$ cat src/rtl/pong_match_if.sv
`default_nettype none
// ============================================================================
// Module   : pong_match_if
// Purpose  : Button/ball-engine inputs and game-state outputs of the match
//            sequencer, bundled for the Pong top level.
// Revision : 1.0  initial release
// ============================================================================
interface pong_match_if;
  logic       start;
  logic       pause;
  logic       p1_point;
  logic       p2_point;
  logic       ball_hold;
  logic       play_en;
  logic [2:0] p1_score;
  logic [2:0] p2_score;
  logic [2:0] level;
  logic       point_evt;
  logic       lvl_up;
  logic       win;
  logic       winner;
  logic [2:0] state;

  modport master (
    input  start, pause, p1_point, p2_point,
    output ball_hold, play_en, p1_score, p2_score, level,
           point_evt, lvl_up, win, winner, state
  );

  modport slave (
    output start, pause, p1_point, p2_point,
    input  ball_hold, play_en, p1_score, p2_score, level,
           point_evt, lvl_up, win, winner, state
  );
endinterface
`default_nettype wire

$ cat src/rtl/pong_match_ctrl.sv
`default_nettype none
// ============================================================================
// Module   : pong_match_ctrl
// Purpose  : Pong match sequencer: serve delay, rally, scoring, level-up and
//            match-over flow. Optional pause feature enabled by PONG_PAUSE_EN.
// Revision : 1.0  initial release
// ============================================================================
module pong_match_ctrl #(
  parameter int WIN_SCORE = 7,
  parameter int MAX_LEVEL = 7,
  parameter int SERVE_DLY = 50_000_000,
  parameter int LVL_DLY   = 100_000_000
) (
  input  wire logic    clk,
  input  wire logic    reset,
  pong_match_if.master bus
);

  localparam int              c_tmax      = (SERVE_DLY > LVL_DLY) ? SERVE_DLY : LVL_DLY;
  localparam int              c_tw        = $clog2(c_tmax + 1);
  localparam logic [c_tw-1:0] c_serve_ld  = c_tw'(SERVE_DLY - 1);
  localparam logic [c_tw-1:0] c_lvl_ld    = c_tw'(LVL_DLY - 1);
  localparam logic [2:0]      c_win_score = 3'(WIN_SCORE);
  localparam logic [2:0]      c_max_level = 3'(MAX_LEVEL);

  typedef enum logic [2:0] {
    ST_IDLE   = 3'd0,
    ST_SERVE  = 3'd1,
    ST_PLAY   = 3'd2,
    ST_PAUSE  = 3'd3,
    ST_LVL_UP = 3'd4,
    ST_OVER   = 3'd5
  } state_t;

  state_t          r_state,     w_state_nxt;
  logic [c_tw-1:0] r_timer,     w_timer_nxt;
  logic [2:0]      r_p1_score,  w_p1_nxt;
  logic [2:0]      r_p2_score,  w_p2_nxt;
  logic [2:0]      r_level,     w_level_nxt;
  logic            r_winner,    w_winner_nxt;
  logic            r_point_evt, w_point_evt_nxt;
  logic            r_lvl_up,    w_lvl_up_nxt;
  logic            r_win,       w_win_nxt;
  logic            r_start_q;

  logic            w_start_rise;
  logic            w_pause_rise;
  logic [2:0]      w_p1_inc;
  logic [2:0]      w_p2_inc;
  logic            w_scored_win;

  assign w_start_rise = bus.start & ~r_start_q;
  assign w_p1_inc     = r_p1_score + 3'd1;
  assign w_p2_inc     = r_p2_score + 3'd1;
  // Only meaningful when exactly one point pulse is present
  assign w_scored_win = bus.p2_point ? (w_p2_inc == c_win_score)
                                     : (w_p1_inc == c_win_score);

`ifdef PONG_PAUSE_EN
  logic r_pause_q;

  always_ff @(posedge clk or negedge reset) begin
    if (!reset) r_pause_q <= 1'b0;
    else        r_pause_q <= bus.pause;
  end

  assign w_pause_rise = bus.pause & ~r_pause_q;
`else
  logic w_unused_pause;

  assign w_unused_pause = bus.pause;
  assign w_pause_rise   = 1'b0;
`endif

  always_ff @(posedge clk or negedge reset) begin
    if (!reset) begin
      r_state     <= ST_IDLE;
      r_timer     <= '0;
      r_p1_score  <= 3'd0;
      r_p2_score  <= 3'd0;
      r_level     <= 3'd0;
      r_winner    <= 1'b0;
      r_point_evt <= 1'b0;
      r_lvl_up    <= 1'b0;
      r_win       <= 1'b0;
      r_start_q   <= 1'b0;
    end else begin
      r_state     <= w_state_nxt;
      r_timer     <= w_timer_nxt;
      r_p1_score  <= w_p1_nxt;
      r_p2_score  <= w_p2_nxt;
      r_level     <= w_level_nxt;
      r_winner    <= w_winner_nxt;
      r_point_evt <= w_point_evt_nxt;
      r_lvl_up    <= w_lvl_up_nxt;
      r_win       <= w_win_nxt;
      r_start_q   <= bus.start;
    end
  end

  always_comb begin
    w_state_nxt     = r_state;
    w_timer_nxt     = r_timer;
    w_p1_nxt        = r_p1_score;
    w_p2_nxt        = r_p2_score;
    w_level_nxt     = r_level;
    w_winner_nxt    = r_winner;
    w_point_evt_nxt = 1'b0;
    w_lvl_up_nxt    = 1'b0;
    w_win_nxt       = 1'b0;

    case (r_state)
      ST_IDLE, ST_OVER: begin
        if (w_start_rise) begin
          w_state_nxt = ST_SERVE;
          w_timer_nxt = c_serve_ld;
          w_p1_nxt    = 3'd0;
          w_p2_nxt    = 3'd0;
          w_level_nxt = 3'd0;
        end
      end

      ST_SERVE: begin
        if (r_timer == '0) w_state_nxt = ST_PLAY;
        else               w_timer_nxt = r_timer - 1'b1;
      end

      ST_PLAY: begin
        if (bus.p1_point ^ bus.p2_point) begin
          w_point_evt_nxt = 1'b1;
          w_p1_nxt        = bus.p1_point ? w_p1_inc : r_p1_score;
          w_p2_nxt        = bus.p2_point ? w_p2_inc : r_p2_score;
          if (w_scored_win) begin
            w_win_nxt    = 1'b1;
            w_winner_nxt = bus.p2_point;
            if (r_level == c_max_level) begin
              w_state_nxt = ST_OVER;
            end else begin
              // New level starts with a clean scoreboard in the entry cycle
              w_state_nxt  = ST_LVL_UP;
              w_timer_nxt  = c_lvl_ld;
              w_lvl_up_nxt = 1'b1;
              w_level_nxt  = (r_level == 3'd7) ? r_level : r_level + 3'd1;
              w_p1_nxt     = 3'd0;
              w_p2_nxt     = 3'd0;
            end
          end else begin
            w_state_nxt = ST_SERVE;
            w_timer_nxt = c_serve_ld;
          end
        end else if (bus.p1_point & bus.p2_point) begin
          w_state_nxt = ST_SERVE;
          w_timer_nxt = c_serve_ld;
        end else if (w_pause_rise) begin
          w_state_nxt = ST_PAUSE;
        end
      end

      ST_PAUSE: begin
        if (w_pause_rise) w_state_nxt = ST_PLAY;
      end

      ST_LVL_UP: begin
        if (r_timer == '0) begin
          w_state_nxt = ST_SERVE;
          w_timer_nxt = c_serve_ld;
        end else begin
          w_timer_nxt = r_timer - 1'b1;
        end
      end

      default: begin
        w_state_nxt = ST_IDLE;
      end
    endcase
  end

  // PAUSE freezes the ball in place rather than recentring it
  assign bus.ball_hold = (r_state != ST_PLAY) && (r_state != ST_PAUSE);
  assign bus.play_en   = (r_state == ST_PLAY);
  assign bus.p1_score  = r_p1_score;
  assign bus.p2_score  = r_p2_score;
  assign bus.level     = r_level;
  assign bus.point_evt = r_point_evt;
  assign bus.lvl_up    = r_lvl_up;
  assign bus.win       = r_win;
  assign bus.winner    = r_winner;
  assign bus.state     = r_state;

endmodule
`default_nettype wire

$ cat src/flat_wrapper.sv
// flat-port wrapper written by rule: the top's interface ports become plain ports
module pong_match_ctrl_flat 
#(
  parameter int WIN_SCORE = 7,
  parameter int MAX_LEVEL = 7,
  parameter int SERVE_DLY = 50_000_000,
  parameter int LVL_DLY   = 100_000_000
)
  (clk, reset, bus_start, bus_pause, bus_p1_point, bus_p2_point, bus_ball_hold, bus_play_en, bus_p1_score, bus_p2_score, bus_level, bus_point_evt, bus_lvl_up, bus_win, bus_winner, bus_state);
  pong_match_if bus_i ();
  input  wire logic clk;
  input  wire logic reset;
  input wire logic [$bits(bus_i.start)-1:0] bus_start;
  input wire logic [$bits(bus_i.pause)-1:0] bus_pause;
  input wire logic [$bits(bus_i.p1_point)-1:0] bus_p1_point;
  input wire logic [$bits(bus_i.p2_point)-1:0] bus_p2_point;
  output wire logic [$bits(bus_i.ball_hold)-1:0] bus_ball_hold;
  output wire logic [$bits(bus_i.play_en)-1:0] bus_play_en;
  output wire logic [$bits(bus_i.p1_score)-1:0] bus_p1_score;
  output wire logic [$bits(bus_i.p2_score)-1:0] bus_p2_score;
  output wire logic [$bits(bus_i.level)-1:0] bus_level;
  output wire logic [$bits(bus_i.point_evt)-1:0] bus_point_evt;
  output wire logic [$bits(bus_i.lvl_up)-1:0] bus_lvl_up;
  output wire logic [$bits(bus_i.win)-1:0] bus_win;
  output wire logic [$bits(bus_i.winner)-1:0] bus_winner;
  output wire logic [$bits(bus_i.state)-1:0] bus_state;
  assign bus_i.start = bus_start;
  assign bus_i.pause = bus_pause;
  assign bus_i.p1_point = bus_p1_point;
  assign bus_i.p2_point = bus_p2_point;
  assign bus_ball_hold = bus_i.ball_hold;
  assign bus_play_en = bus_i.play_en;
  assign bus_p1_score = bus_i.p1_score;
  assign bus_p2_score = bus_i.p2_score;
  assign bus_level = bus_i.level;
  assign bus_point_evt = bus_i.point_evt;
  assign bus_lvl_up = bus_i.lvl_up;
  assign bus_win = bus_i.win;
  assign bus_winner = bus_i.winner;
  assign bus_state = bus_i.state;
  pong_match_ctrl #(.WIN_SCORE(WIN_SCORE), .MAX_LEVEL(MAX_LEVEL), .SERVE_DLY(SERVE_DLY), .LVL_DLY(LVL_DLY)) u_core (.clk(clk), .reset(reset), .bus(bus_i));
endmodule
$ cat config.mk
export PLATFORM = sky130hd
export DESIGN_NAME = pong_match_ctrl_flat
export DESIGN_NICKNAME = d
export VERILOG_FILES = /design/src/rtl/pong_match_if.sv /design/src/rtl/pong_match_ctrl.sv /design/src/flat_wrapper.sv
export SDC_FILE = /design/constraint.sdc
export NUM_CORES = 1
export LEC_CHECK = 0
export CORE_MARGIN = 4
export CORE_UTILIZATION = 54
export CTS_BUF_LIST = sky130_fd_sc_hd__clkbuf_2 sky130_fd_sc_hd__clkbuf_4 sky130_fd_sc_hd__clkbuf_8
export CTS_CLUSTER_DIAMETER = 50
export DETAILED_ROUTE_END_ITERATION = 6
export GPL_TIMING_DRIVEN = 0
export PLACE_DENSITY = 0.81
export SYNTH_ARGS = -nofsm -noshare
export SYNTH_HDL_FRONTEND = slang
export SYNTH_SLANG_ARGS = --single-unit
$ cat constraint.sdc
create_clock -name clk -period 2.1 [get_ports clk]
set_input_delay 0.525 -clock clk [delete_from_list [all_inputs] [get_ports clk]]
set_output_delay 0.525 -clock clk [all_outputs]
set_load 0.01 [all_outputs]
; Word level (Yosys, flattened, before mapping)
; Cells that the tools add are included.
[totals]
ff_bits = 44
in_bits = 6
wordCells = 90
[op_classes]
add_sub_neg = 4
eq_ne = 19
n_mux = 41
bitwise_logic = 5
n_reduce_logical = 11
[ops]
columns = operator, count
row1 = $mux 27, 7
row2 = $pmux 27 s4, 1
row3 = $mux 3, 18
row4 = $logic_not 27->1, 1
row5 = $sub 27x1->27 const B, 1
row6 = $pmux 3 s2, 3
row7 = $eq 3x3->1 const B, 5
row8 = $pmux 3 s5, 1
row9 = $reduce_and 5->1, 3
row10 = $mux 1, 11
row11 = $ne 2x1->1 const B, 5
row12 = $add 3x1->3 const B, 3
row13 = $eq 3x2->1 const B, 2
row14 = $ne 3x2->1 const B, 2
row15 = $reduce_and 3->1, 2
row16 = $ne 2x2->1 const B, 2
row17 = $ne 4x4->1 const B, 1
row18 = $reduce_bool 4->1, 1
row19 = $eq 3x1->1 const B, 1
row20 = $logic_not 3->1, 1
row21 = $ne 3x1->1 const B, 1
row22 = $and 1x1->1, 2
row23 = $not 1->1, 2
row24 = $reduce_bool 2->1, 1
row25 = other kinds (3), 3

; Longest topological paths before layout
[depth]
depth_word = 6
mapped_depth = 10
ltp_nobuf = 8

; Worst setup path before layout
; OpenSTA, ideal clock, no wires.
[synth_path]
path_type = register to register
startpoint = register u_core.r_p1_score[0] (netlist: u_core.bus.p1_score[0])
endpoint = register u_core.r_timer[23]
arrival_ns = 2.237
required_time_ns = 1.979
path_slack_ns = -0.257
path_stages_with_launch = 9
n_path_buf = 2
path_cell_list = dfrtp_1 -> ha_1 -> xnor2_1 -> nor4b_1 -> o21a_1 -> clkbuf_1 -> a211oi_2 -> buf_2 -> a22o_1
[synth_via]
elab_chain_cells = 6
elab_cells_between_ends = 8
[synth_lines]
columns = element, line
row1 = start: declaration, pong_match_ctrl.sv:37  ; logic [2:0] r_p1_score, w_p1_nxt;
row2 = start signal: assignment, pong_match_ctrl.sv:90  ; r_p1_score <= w_p1_nxt;
row3 = $add 3x1->3 (*), pong_match_ctrl.sv:53  ; assign w_p1_inc = r_p1_score + 3'd1;
row4 = $eq 3x3->1 (*), pong_match_ctrl.sv:57  ; : (w_p1_inc == c_win_score);
row5 = $mux 1 (*), pong_match_ctrl.sv:56  ; assign w_scored_win = bus.p2_point ? (w_p2_inc == c_win_score)
row6 = $mux 27, pong_match_ctrl.sv:133  ; if (w_scored_win) begin
row7 = $mux 27, pong_match_ctrl.sv:129  ; if (bus.p1_point ^ bus.p2_point) begin
row8 = $pmux 27 s4, pong_match_ctrl.sv:112  ; case (r_state)
row9 = end signal: assignment, pong_match_ctrl.sv:89  ; r_timer <= w_timer_nxt;
row10 = end: declaration, pong_match_ctrl.sv:36  ; logic [c_tw-1:0] r_timer, w_timer_nxt;
; Mark *: on every way between the ends. The rest lies on a longest branch, timed or not.
; A chain may end at the register's enable or synchronous reset.

; Worst setup path in the final report
[layout_path]
startpoint = register u_core.r_timer[3]
endpoint = register u_core.r_timer[7]
[layout_via]
elab_chain_cells = 3
elab_cells_between_ends = 7
[layout_lines]
columns = element, line
row1 = $sub 27x1->27 or $logic_not 27->1 (tied branches), n/a
row2 = $mux 27 (tied with other cells), pong_match_ctrl.sv:164  ; if (r_timer == '0) begin
row3 = $pmux 27 s4 or $reduce_and 5->1 (tied branches), n/a
; Several ways; a longest one is shown, not always the timed one. The select of a mux whose other input is x is not followed.

==> results.env <==
REPORT.FINAL.SETUP_VIOL=29
PWR_DENSITY_CELL_mW_PER_MM2=656
CLK_ROOT_BUFFER_CELL='sky130_fd_sc_hd__clkbuf_8'
NETLIST_TOP_CELLS_COUNT='44 x sky130_fd_sc_hd__dfrtp_1, 29 x sky130_fd_sc_hd__nor2_1, 27 x sky130_fd_sc_hd__o21ai_0'
IO_PINS=24
SYNTHESIS.INSTANCES=302
FINALHOLDVIOLCOUNT=0
SYNTHESIS.AREA_MM2=0.00263
SYNTH_TOP_CELLS_BY_AREA='sky130_fd_sc_hd__dfrtp_1 42%, sky130_fd_sc_hd__o21ai_0 5.1%, sky130_fd_sc_hd__a21oi_1 4.2%'
CRITPATHREQUIREDTIME_NS=2.28
GRT_PASS1_VIAS=2718
STATUS='finished, violations left'
POSTROUTEWIRELENGTH_MM=8.96
FINAL.FILL_COUNT=242
TIGHTEST_SLEW_NS=0.693
INSERTION_DELAY_NS=0.30
MAXSLEWVIOLCOUNT=0
WORST_SLEW_SLACK_AS_A_FRACTION_OF_ITS_LIMIT_PCT=53.8
GRT_UTIL_ALL_LAYERS_PCT=26.9
CTS_MAX_PATH_BUFFERS=2
CTS_MAX_LEVEL=2
GRT_FIRST_PASS_WIRELENGTH_MM=13.0
PATH_CLASS='reg -> reg'
GRT_ANTENNA_BEFORE_REPAIR=0
ROUTE.DETAILED.DRC=0
SYNTH.TOP_CELL.AREA_SHARE_PCT=41.9
MAXCAPVIOLCOUNT=0
P_LEAK_nW=1.56
CPPEAKSTAGEDELAY_NS=0.55
CRIT_PATH_FREQUENT_CELL='sky130_fd_sc_hd__or4_4'
ROUTEDWLPERCELL_UM=20.2
FINALNONFILLERCELLS=443
CRIT_PATH_MAX_FANOUT=6
GRT_SETUP_UNREPAIRED='yes'
NUMCLOCKSINKS=44
DESIGN.DIE.AREA_MM2=0.00605
NUMCTSBUFFERS=5
SYNTH-ASYNC-RESET-RATIO_PCT=100
IO_BUFFERS=22
YOSYS_REGISTER_BITS=44
SYNTH_MOST_COMMON_CELL='sky130_fd_sc_hd__dfrtp_1'
CP_SLOWEST_CELL='sky130_fd_sc_hd__or4_4'
EFFECTIVE_UTILIZATION_AT_FLOORPLAN_PCT=55.7
SYNTH_LARGEST_AREA_CELL='sky130_fd_sc_hd__dfrtp_1'
CHIPHEIGHT_UM=77.8
DOMINANTREGCELLSYNTH='sky130_fd_sc_hd__dfrtp_1'
SYNTH_CELL_TYPES=54
FINALNETCOUNT=388
CRIT_FAMILY='simple AND/OR/NAND/NOR gates'
PLACEMENT_STAGE_CELL_AREA_MM2=0.00304
TNS_NS=-4.27
CORE-AREA_MM2=0.00472
CLOCK-SKEW-FINAL_NS=0.00861
DR_TOTAL_VIAS=2901
ANTENNA_CELLS=0
OVERFLOW=0
WORST_EP_ARRIVAL_TIME_NS=2.53
LAYOUT.CELL_AREA.NON_FILLER_MM2=0.00388
GP_ROUTABILITY_CONGESTION=0.869
COUNT_OF_FLIP_FLOPS_WITH_A_BUILT_IN_ENABLE_AFTER_SYNTHESIS=0
REPORT.POWER.TOTAL_mW=2.54
CTS_HOLD_BUF=0
PERIOD_NEEDED_NS=2.36
LIST_OF_CELLS_TRAVERSED_BY_THE_CRITICAL_PATH='or4_4 -> or4_4 -> nor3_4 -> buf_6 -> a21o_4 -> o21ai_2 -> a211o_1'
SYNTH.NET_COUNT=315
VIAS_PER_CELL=6.55
DRIVE_ABOVE_1_SHARE_PCT=35.1
CP-START-KIND='register'
DRT_FIRST_ITER_VIOLATIONS=325
ANTENNA_LEFT=0
FIRSTDRTPASSITERS=5
YS.WARNINGS.COUNT=0
GRT_START_MAX_NET_PINS=25
DP.FINAL_HPWL_MM=4.54
PATH_CLK_SLEW_NS=0.09
SETUP.WORST_PATH.END_CLASS='register'
DIE_W_UM=77.8
FINAL.PERIOD_UTILIZATION_PCT=112
FMAX_MHz=425
DETAILEDPLACE.WORSTSLACK_NS=-0.928
PATH_BUF_INV=1
SYNTH_SEQUENTIAL_AREA_RATIO_PCT=41.9
DPL.CELL_COUNT=392
TIMING.HOLD.WORST.CLASS='in -> async'
MAX_RAIL_DROP_VDD_uV=430
PLACEMENTROWS=25
VIOLATIONS_IN_THE_FINAL_REPORTS='negative setup slack'
POSTSYNTHAREAPERCELL_UM2=8.71
POSTLAYOUTSETUPSLACKWORST_NS=-0.256
FLOW.AREA_GROWTH_FROM_SYNTHESIS_PCT=47.4
CTS_TREE='done'
-- cell usage in the layout, fill, tap and decap left out, drive strengths merged, types with 4 or more instances in the layout --
cell type       n
or3             7
buf            53
a31oi           5
o21a            4
nor4            8
xor2            5
o21ai          33
clkbuf         12
nand2b          5
a211o           5
nand3          10
a21oi          23
clkdlybuf4s50  18
o41ai           4
dfrtp          44
or4             5
nand2          24
ha              7
o31ai           5
nor3           15
nor2           30
inv            16
-- layout make-up --
| class | instances | area [um2] | area share (%) |
|---|---|---|---|
| multi-input cells | 230 | 1760 | 45.5 |
| flip-flops and latches | 44 | 1110 | 28.5 |
| repair buffers | 67 | 666 | 17.2 |
| plain buffers | 11 | 100 | 2.58 |
| clock buffers | 8 | 97.6 | 2.52 |
| well taps | 67 | 83.8 | 2.16 |
| inverters | 16 | 60.1 | 1.55 |
-- through the flow --
step,utilization [%],hold WS (ns)
after floorplan,-,0.229
after detailed placement,64.5,0.499
after global routing,82.1,0.258
final,82.1,0.224
after CTS,75.2,0.239
after global placement,64.0,0.496
-- report_power, final --
part | switching (mW) | total, mW | internal, mW
sequential | 0.189 | 1.19 | 0.999
combinational | 0.376 | 0.777 | 0.401
clock | 0.285 | 0.579 | 0.295
-- cell families after synthesis --
| group | Yosys count | synth area share [%] |
|---|---|---|
| xor+xnor | 7 | 2.33 |
| fa+ha+maj | 7 | 3.33 |
| simple gates | 118 | 23.2 |
| mux | 5 | 2.00 |
| compound gates | 93 | 22.7 |
| buf+inv | 28 | 4.61 |
| flops | 44 | 41.9 |
-- sequential cells by signal, summed over array words and instances, names as in the netlist --
register              cells
u_core.r_timer           27
u_core.bus.level          3
u_core.bus.p1_score       3
u_core.bus.p2_score       3
u_core.bus.state          3
u_core.bus.lvl_up         1
u_core.bus.point_evt      1
u_core.bus.win            1
u_core.bus.winner         1
u_core.r_start_q          1
-- repair_timing --
| item | in CTS | in global routing |
|---|---|---|
| resized for setup | 55 | 50 |
| cloned | 1 | 1 |
| buffers inserted | 26 | 18 |
| endpoints found under the setup margin | 41 | 40 |
| pin swaps | 33 | 29 |
-- worst paths after layout --
kind                                     from                   to  slack (ns)  cells past startpoint
min in group clk           u_core.r_timer[13]   u_core.r_timer[13]        0.53                      1
setup / recovery            u_core.r_timer[3]    u_core.r_timer[7]       -0.26                      7
setup reg to reg            u_core.r_timer[3]    u_core.r_timer[7]       -0.26                      7
max in group asynchronous               reset  u_core.bus.state[1]        1.34                      2
hold / removal                          reset   u_core.r_timer[15]        0.22                      1
hold reg to reg            u_core.r_timer[13]   u_core.r_timer[13]        0.53                      1
-- routing by layer --
layer  global-route usage (%)  vias up  routed length [um]
met5                        0        -                   0
met4                     10.7        0                 325
met3                     4.99       42                 739
met2                     42.9      230                4350
met1                     36.1     1375                3540
li1                         -     1254                   -
No activity file was read; power rests on OpenSTA's default activity.
